--- config.mk ---
export PLATFORM = sky130hd
export DESIGN_NAME = jtag_scan_master
export DESIGN_NICKNAME = d
export VERILOG_FILES = /design/src/rtl/jtag_scan_master.sv
export SDC_FILE = /design/constraint.sdc
export NUM_CORES = 1
export LEC_CHECK = 0
export ABC_AREA = 0
export BUFFER_PORTS_ARGS = -buffer_cell sky130_fd_sc_hd__buf_2
export CORE_MARGIN = 2
export CORE_UTILIZATION = 61
export CTS_CLUSTER_DIAMETER = 120
export DETAILED_ROUTE_END_ITERATION = 7
export PLACE_DENSITY = 0.85
export SYNTH_ARGS = -nofsm -noshare
export SYNTH_HDL_FRONTEND = slang
export SYNTH_SLANG_ARGS = --single-unit
--- constraint.sdc ---
create_clock -name TCK -period 4.1 [get_ports TCK]
set_clock_uncertainty 0.2 [all_clocks]
set_input_delay 1.23 -clock TCK [delete_from_list [all_inputs] [get_ports TCK]]
set_output_delay 1.23 -clock TCK [all_outputs]
set_load 0.01 [all_outputs]
--- src/rtl/jtag_scan_master.sv ---
// Command-driven JTAG TAP sequencer: walks IR/DR scans and returns TDO bits.
// Define JTAG_SCAN_CHECK_EN to add expected/mask compare of captured data.
module jtag_scan_master #(
  parameter int MAX_LEN    = 64,
  parameter int LEN_W      = 7,
  parameter int TLR_CYCLES = 5
) (
  input  logic               TCK,
  input  logic               TRST,
  input  logic               cmd_valid,
  output logic               cmd_ready,
  input  logic               cmd_ir,
  input  logic [LEN_W-1:0]   cmd_len,
  input  logic [MAX_LEN-1:0] cmd_data,
`ifdef JTAG_SCAN_CHECK_EN
  input  logic [MAX_LEN-1:0] cmd_exp,
  input  logic [MAX_LEN-1:0] cmd_mask,
  output logic               rsp_mismatch,
`endif
  output logic               rsp_valid,
  output logic [MAX_LEN-1:0] rsp_data,
  output logic               rsp_err,
  output logic               TMS,
  output logic               TDI,
  input  logic               TDO
);

  localparam int IDX_W = (MAX_LEN > 1) ? $clog2(MAX_LEN) : 1;
  localparam logic [LEN_W-1:0] LEN_MAX  = LEN_W'(MAX_LEN);
  localparam logic [LEN_W-1:0] TLR_LAST = LEN_W'(TLR_CYCLES - 1);

  localparam logic [3:0] S_TLR     = 4'd0;
  localparam logic [3:0] S_RTI     = 4'd1;
  localparam logic [3:0] S_IDLE    = 4'd2;
  localparam logic [3:0] S_SEL_DR  = 4'd3;
  localparam logic [3:0] S_SEL_IR  = 4'd4;
  localparam logic [3:0] S_CAPTURE = 4'd5;
  localparam logic [3:0] S_SHIFT   = 4'd6;
  localparam logic [3:0] S_EXIT1   = 4'd7;
  localparam logic [3:0] S_UPDATE  = 4'd8;
  localparam logic [3:0] S_RESP    = 4'd9;

  logic [3:0]         state;
  logic [LEN_W-1:0]   cnt;
  logic [LEN_W-1:0]   len_q;
  logic               ir_q;
  logic [MAX_LEN-1:0] data_q;
  logic [MAX_LEN-1:0] cap;
  logic               cmd_bad;
  logic               last;
  logic               acc;
  logic [IDX_W-1:0]   idx;

  assign cmd_bad = (cmd_len == '0) || (cmd_len > LEN_MAX);
  assign last    = (cnt == len_q - LEN_W'(1));
  assign acc     = (state == S_IDLE) && cmd_valid;
  assign idx     = cnt[IDX_W-1:0];

  always_ff @(posedge TCK) begin
    if (TRST) begin
      state    <= S_TLR;
      cnt      <= '0;
      len_q    <= '0;
      ir_q     <= 1'b0;
      data_q   <= '0;
      cap      <= '0;
      rsp_data <= '0;
      rsp_err  <= 1'b0;
    end else begin
      unique case (state)
        S_TLR: begin
          if (cnt == TLR_LAST) begin
            state <= S_RTI;
            cnt   <= '0;
          end else begin
            cnt <= cnt + LEN_W'(1);
          end
        end
        S_RTI: state <= S_IDLE;
        S_IDLE: begin
          if (acc) begin
            ir_q   <= cmd_ir;
            len_q  <= cmd_len;
            data_q <= cmd_data;
            cap    <= '0;
            cnt    <= '0;
            if (cmd_bad) begin
              state    <= S_RESP;
              rsp_err  <= 1'b1;
              rsp_data <= '0;
            end else begin
              state <= S_SEL_DR;
            end
          end
        end
        S_SEL_DR: state <= ir_q ? S_SEL_IR : S_CAPTURE;
        S_SEL_IR: state <= S_CAPTURE;
        // two TMS=0 cycles: enter Capture, then Capture -> Shift
        S_CAPTURE: begin
          if (cnt == '0) begin
            cnt <= LEN_W'(1);
          end else begin
            cnt   <= '0;
            state <= S_SHIFT;
          end
        end
        S_SHIFT: begin
          cap[idx] <= TDO;
          if (last) state <= S_EXIT1;
          else      cnt   <= cnt + LEN_W'(1);
        end
        S_EXIT1: state <= S_UPDATE;
        S_UPDATE: begin
          state    <= S_RESP;
          rsp_data <= cap;
          rsp_err  <= 1'b0;
        end
        S_RESP:  state <= S_IDLE;
        default: state <= S_TLR;
      endcase
    end
  end

`ifdef JTAG_SCAN_CHECK_EN
  logic [MAX_LEN-1:0] exp_q;
  logic [MAX_LEN-1:0] mask_q;
  logic               mis_acc;

  always_ff @(posedge TCK) begin
    if (TRST) begin
      exp_q        <= '0;
      mask_q       <= '0;
      mis_acc      <= 1'b0;
      rsp_mismatch <= 1'b0;
    end else begin
      if (acc) begin
        exp_q   <= cmd_exp;
        mask_q  <= cmd_mask;
        mis_acc <= 1'b0;
        if (cmd_bad) rsp_mismatch <= 1'b0;
      end
      if (state == S_SHIFT && mask_q[idx] && (TDO != exp_q[idx]))
        mis_acc <= 1'b1;
      if (state == S_UPDATE) rsp_mismatch <= mis_acc;
    end
  end
`endif

  always_comb begin
    cmd_ready = 1'b0;
    rsp_valid = 1'b0;
    TMS       = 1'b0;
    TDI       = 1'b0;
    unique case (state)
      S_TLR:    TMS = 1'b1;
      S_IDLE:   cmd_ready = 1'b1;
      S_SEL_DR: TMS = 1'b1;
      S_SEL_IR: TMS = 1'b1;
      S_SHIFT: begin
        TMS = last;
        TDI = data_q[idx];
      end
      S_EXIT1:  TMS = 1'b1;
      S_RESP:   rsp_valid = 1'b1;
      default: ;
    endcase
  end

endmodule

==> out/results.txt <==
The required time at the worst-slack endpoint came out at 2670 ps. In the synthesized netlist, the number of instances is 1142. In this design, the largest share of critical-path delay is due to compound AO/OA/AOI/OAI gates.

Summed over its instances, the top area cell type makes up 46.4% of the synthesized netlist area. The count of buffer and inverter cells on the critical path was 3; the worst voltage drop across the vdd grid was 0.000400 V. After the first detailed-routing iteration, the DRC count stood at 1243. Share of flip-flops with an asynchronous set or reset after synthesis: 0%. STA puts the critical path data arrival time at 2520 ps. Compared with the post-synthesis result, the final layout area differs by 16.9%.

The routed layout has 8747 vias. Area of the die: 16000 µm². The slowest cell on the critical path was sky130_fd_sc_hd__dfxtp_1. Derived from the worst setup path, the maximum achievable clock frequency is 253 MHz. For the final HPWL from detailed placement, the log shows 15400 µm. Setup repair after global routing left no endpoint under its margin. The primary flip-flop cell chosen by synthesis mapping was sky130_fd_sc_hd__dfxtp_1.

The worst setup path is captured at a primary output. Along the worst path, the maximum fanout reaches 24. Across the whole layout, storage elements account for 4250 µm².

The synthesized area was 9140 µm²; the wire length of the first global-routing pass was 39800 µm. Dividing the detail-routed via count by the number of cells gives 6.07. The effective utilization at floorplan was 62.7%; the count of clock tree sinks was 212. After floorplanning, the core was divided into 44 placement rows. Ranked by instance count, the synthesized netlist is headed by sky130_fd_sc_hd__nand2_1 (232), sky130_fd_sc_hd__dfxtp_1 (212), sky130_fd_sc_hd__a21oi_1 (164).

The finished layout holds 1440 standard cells, fillers aside. The logs give 0 for the number of setup violations in the final report and 14600 µm² for the core box area. The number of nets in the synthesized netlist is 1221.

Max-cap violations in this run came to 0. For the maximum buffer depth of the clock tree, the log shows 3. The run gives 0.00397 µW as the leakage power figure. Final total negative setup slack: 0 ps.

The flow ran to the end, and the final reports show no timing, DRC or antenna violations. Dividing total power by cell area gives a power density of 504 nW/µm². At the end of routability-driven placement, the weighted congestion stood at 0.912. The signal on the critical path passes through buf_4 -> nand2_1 -> nor2_1 -> buf_4 -> nand2_1 -> a311oi_1 -> o21ai_0 -> a41oi_1 -> buf_2. The routing layer with the top usage in global route is met2. The total overflow left after global routing is 0.

Filler cell count: 1069. The run gives 0 as the count of unresolved DRC violations after routing. The tools report the post-synthesis cell type count as 68.

The count of final hold-check violations is 0. The number of placed instances with taps included was 1402; the global routing usage on met3 was 5.40%. The number of global-route vias before repair was 8155; the die width was 126 µm. The later pin in the worst-skew pair is clocked with a latency of 490 ps. The level count of the clock H-tree was 1.

Yosys mapped a number of flops with a built-in enable equal to 0. The largest total area in the synthesized netlist belongs to sky130_fd_sc_hd__dfxtp_1. The total power is 5390 µW. The average cell area after synthesis is 8.00 µm², and the routed wire length is 24200 µm. After synthesis, the cell types taking the most area are sky130_fd_sc_hd__dfxtp_1 (46%), sky130_fd_sc_hd__nand2_1 (9.5%), sky130_fd_sc_hd__a21oi_1 (9.0%). After synthesis the netlist holds a flip-flop and latch count of 212.

The total iterations of the first detailed-routing run is 5. The repair_antennas step left the layout with diodes totalling 0. The worst-case headroom to the max-slew limit was 22.3%. The min-delay analysis places its worst path in the category flip-flop to flip-flop. The count of final max-slew check failures was 0; the vertical extent of the die was 126 µm. On the worst path, the slowest cell contributes a delay of 330 ps. TritonCTS built the clock tree. Most repeated cell in the gate-level netlist after synthesis: sky130_fd_sc_hd__nand2_1. CTS placed an instance of sky130_fd_sc_hd__clkbuf_16 at the clock tree root.

For this run, the post-layout net count is 1321. In this run, post-CTS hold repair placed 0 buffers. The clock transition at the register clock pins on the worst setup and hold paths after CTS is 60 ps, and the number of warnings issued by yosys is 0.

The post-route minimum period is 3950 ps. Entering global routing, the biggest net connects 82 pins. The number of port buffers is 144. Sort of element at the start of the critical path: a flip-flop. The fraction of the yosys area taken by sequential cells was 46.4%; the routed length per placed instance was 16.8 µm. The critical path is of the flip-flop to primary output type.

The initial antenna violation count was 0. The tools report the global-route track usage on met2 as 48.1%. In the finished design, the share of the clock period the worst path needs comes to 96.3%.

145 I/O pins were placed. The met1 usage in global routing was 40.4%; the transition at the pin with the smallest max-transition slack was 1160 ps. TritonCTS created 21 clock buffers. Global routing used 29.7% of the available tracks. The multi-input combinational cells in the finished layout cover a total of 4460 µm². The ratio of cells with drive above 1 in the final layout came out at 19.5%.

The run gives 0 as the remaining antenna violation count.
-- sequential cells by signal (all words and copies together), names as in the netlist --
register  count
cap          64
data_q       64
rsp_data     64
cnt           7
len_q         7
state         4
ir_q          1
rsp_err       1
-- timing repair --
| action | in CTS | in global routing |
|---|---|---|
| setup buffers | 0 | 1 |
| gates resized for setup | 0 | 2 |
| endpoints found under the setup margin | 0 | 2 |
-- where the power goes --
group	leakage (µW)	internal, µW	switching (µW)	total [µW]
Clock	0.000359	1210	788	2000
Combinational	0.00190	394	734	1130
Sequential	0.00171	2150	113	2260
Total	0.00397	3750	1630	5390
-- worst register-to-register path, delay by kind of cell, from the launching register on --
kind / cells / cell delay, ps
AO/OA/AOI/OAI: 1 / 80
AND/OR/NAND/NOR: 5 / 1570
flip-flops: 1 / 630
buffers and inverters: 1 / 260
-- area by class of cell --
| cell class | instances | share of cell area, % |
|---|---|---|
| Sequential cell | 212 | 39.8 |
| Clock buffer | 31 | 6.02 |
| Multi-Input combinational cell | 820 | 41.7 |
| Timing Repair Buffer | 176 | 9.17 |
| Clock inverter | 6 | 0.773 |
| Tap cell | 184 | 2.15 |
| Inverter | 11 | 0.386 |
-- cells by family after synthesis --
group | after synthesis | share of synthesized area [%]
AO/OA/AOI/OAI | 312 | 21.3
XOR/XNOR | 12 | 1.30
AND/OR/NAND/NOR | 477 | 22.9
adder cells (fa/ha/maj) | 3 | 0.411
multiplexers | 16 | 2.49
buffers and inverters | 110 | 5.12
flip-flops | 212 | 46.4
-- layout by cell type (no fill, tap or decap), types with 4 or more instances in the layout --
cell                        netlist  routed
sky130_fd_sc_hd__a21oi_1        164     164
sky130_fd_sc_hd__a221oi_1         5       5
sky130_fd_sc_hd__a22oi_1         69      69
sky130_fd_sc_hd__a31oi_1          6       6
sky130_fd_sc_hd__and2_1           7       7
sky130_fd_sc_hd__and3_1           6       6
sky130_fd_sc_hd__buf_2           19     143
sky130_fd_sc_hd__buf_4            0      31
sky130_fd_sc_hd__clkbuf_16        0      21
sky130_fd_sc_hd__clkbuf_8         3       8
sky130_fd_sc_hd__dfxtp_1        212     210
sky130_fd_sc_hd__inv_1            8       8
sky130_fd_sc_hd__mux2_2           4       4
sky130_fd_sc_hd__mux2i_1          7       7
sky130_fd_sc_hd__mux4_2           5       5
sky130_fd_sc_hd__nand2_1        232     231
sky130_fd_sc_hd__nand2b_1         5       5
sky130_fd_sc_hd__nand3_1         98      98
sky130_fd_sc_hd__nor2_1          90      89
sky130_fd_sc_hd__nor2b_1          5       5
sky130_fd_sc_hd__nor3_1          10       9
sky130_fd_sc_hd__nor3_2           6       7
sky130_fd_sc_hd__o211ai_1         5       5
sky130_fd_sc_hd__o21ai_0         26      26
sky130_fd_sc_hd__xnor2_1          7       7
sky130_fd_sc_hd__xor2_1           4       4
-- metrics by stage --
step | utilization (%) | setup WS (ps) | cell area (µm²) | hold WS [ps]
final | 73.2 | 154 | 10700 | 256
after global routing | 73.2 | 8.82 | 10700 | 274
after CTS | 73.2 | 95.7 | 10700 | 255
after detailed placement | 68.2 | 630 | 9950 | 246
after global placement | 68.2 | 654 | 9950 | 240
after floorplan | - | 758 | 9140 | 231
-- per-layer routing --
layer	share of wire [%]	wire (µm)
met1	43	10300
met2	47	11400
met3	7.3	1780
met4	3.1	741
met5	0	0
-- path summary, 6_finish.rpt --
check             cells past startpoint       from  slack, ps         to
setup / recovery                      9     cnt[0]        150        TDI
hold / removal                        2  data_q[4]        260  data_q[4]
setup reg to reg                      7   state[2]       1220     cap[1]
hold reg to reg                       2  data_q[4]        260  data_q[4]
Power figures use the tool's default switching activity.
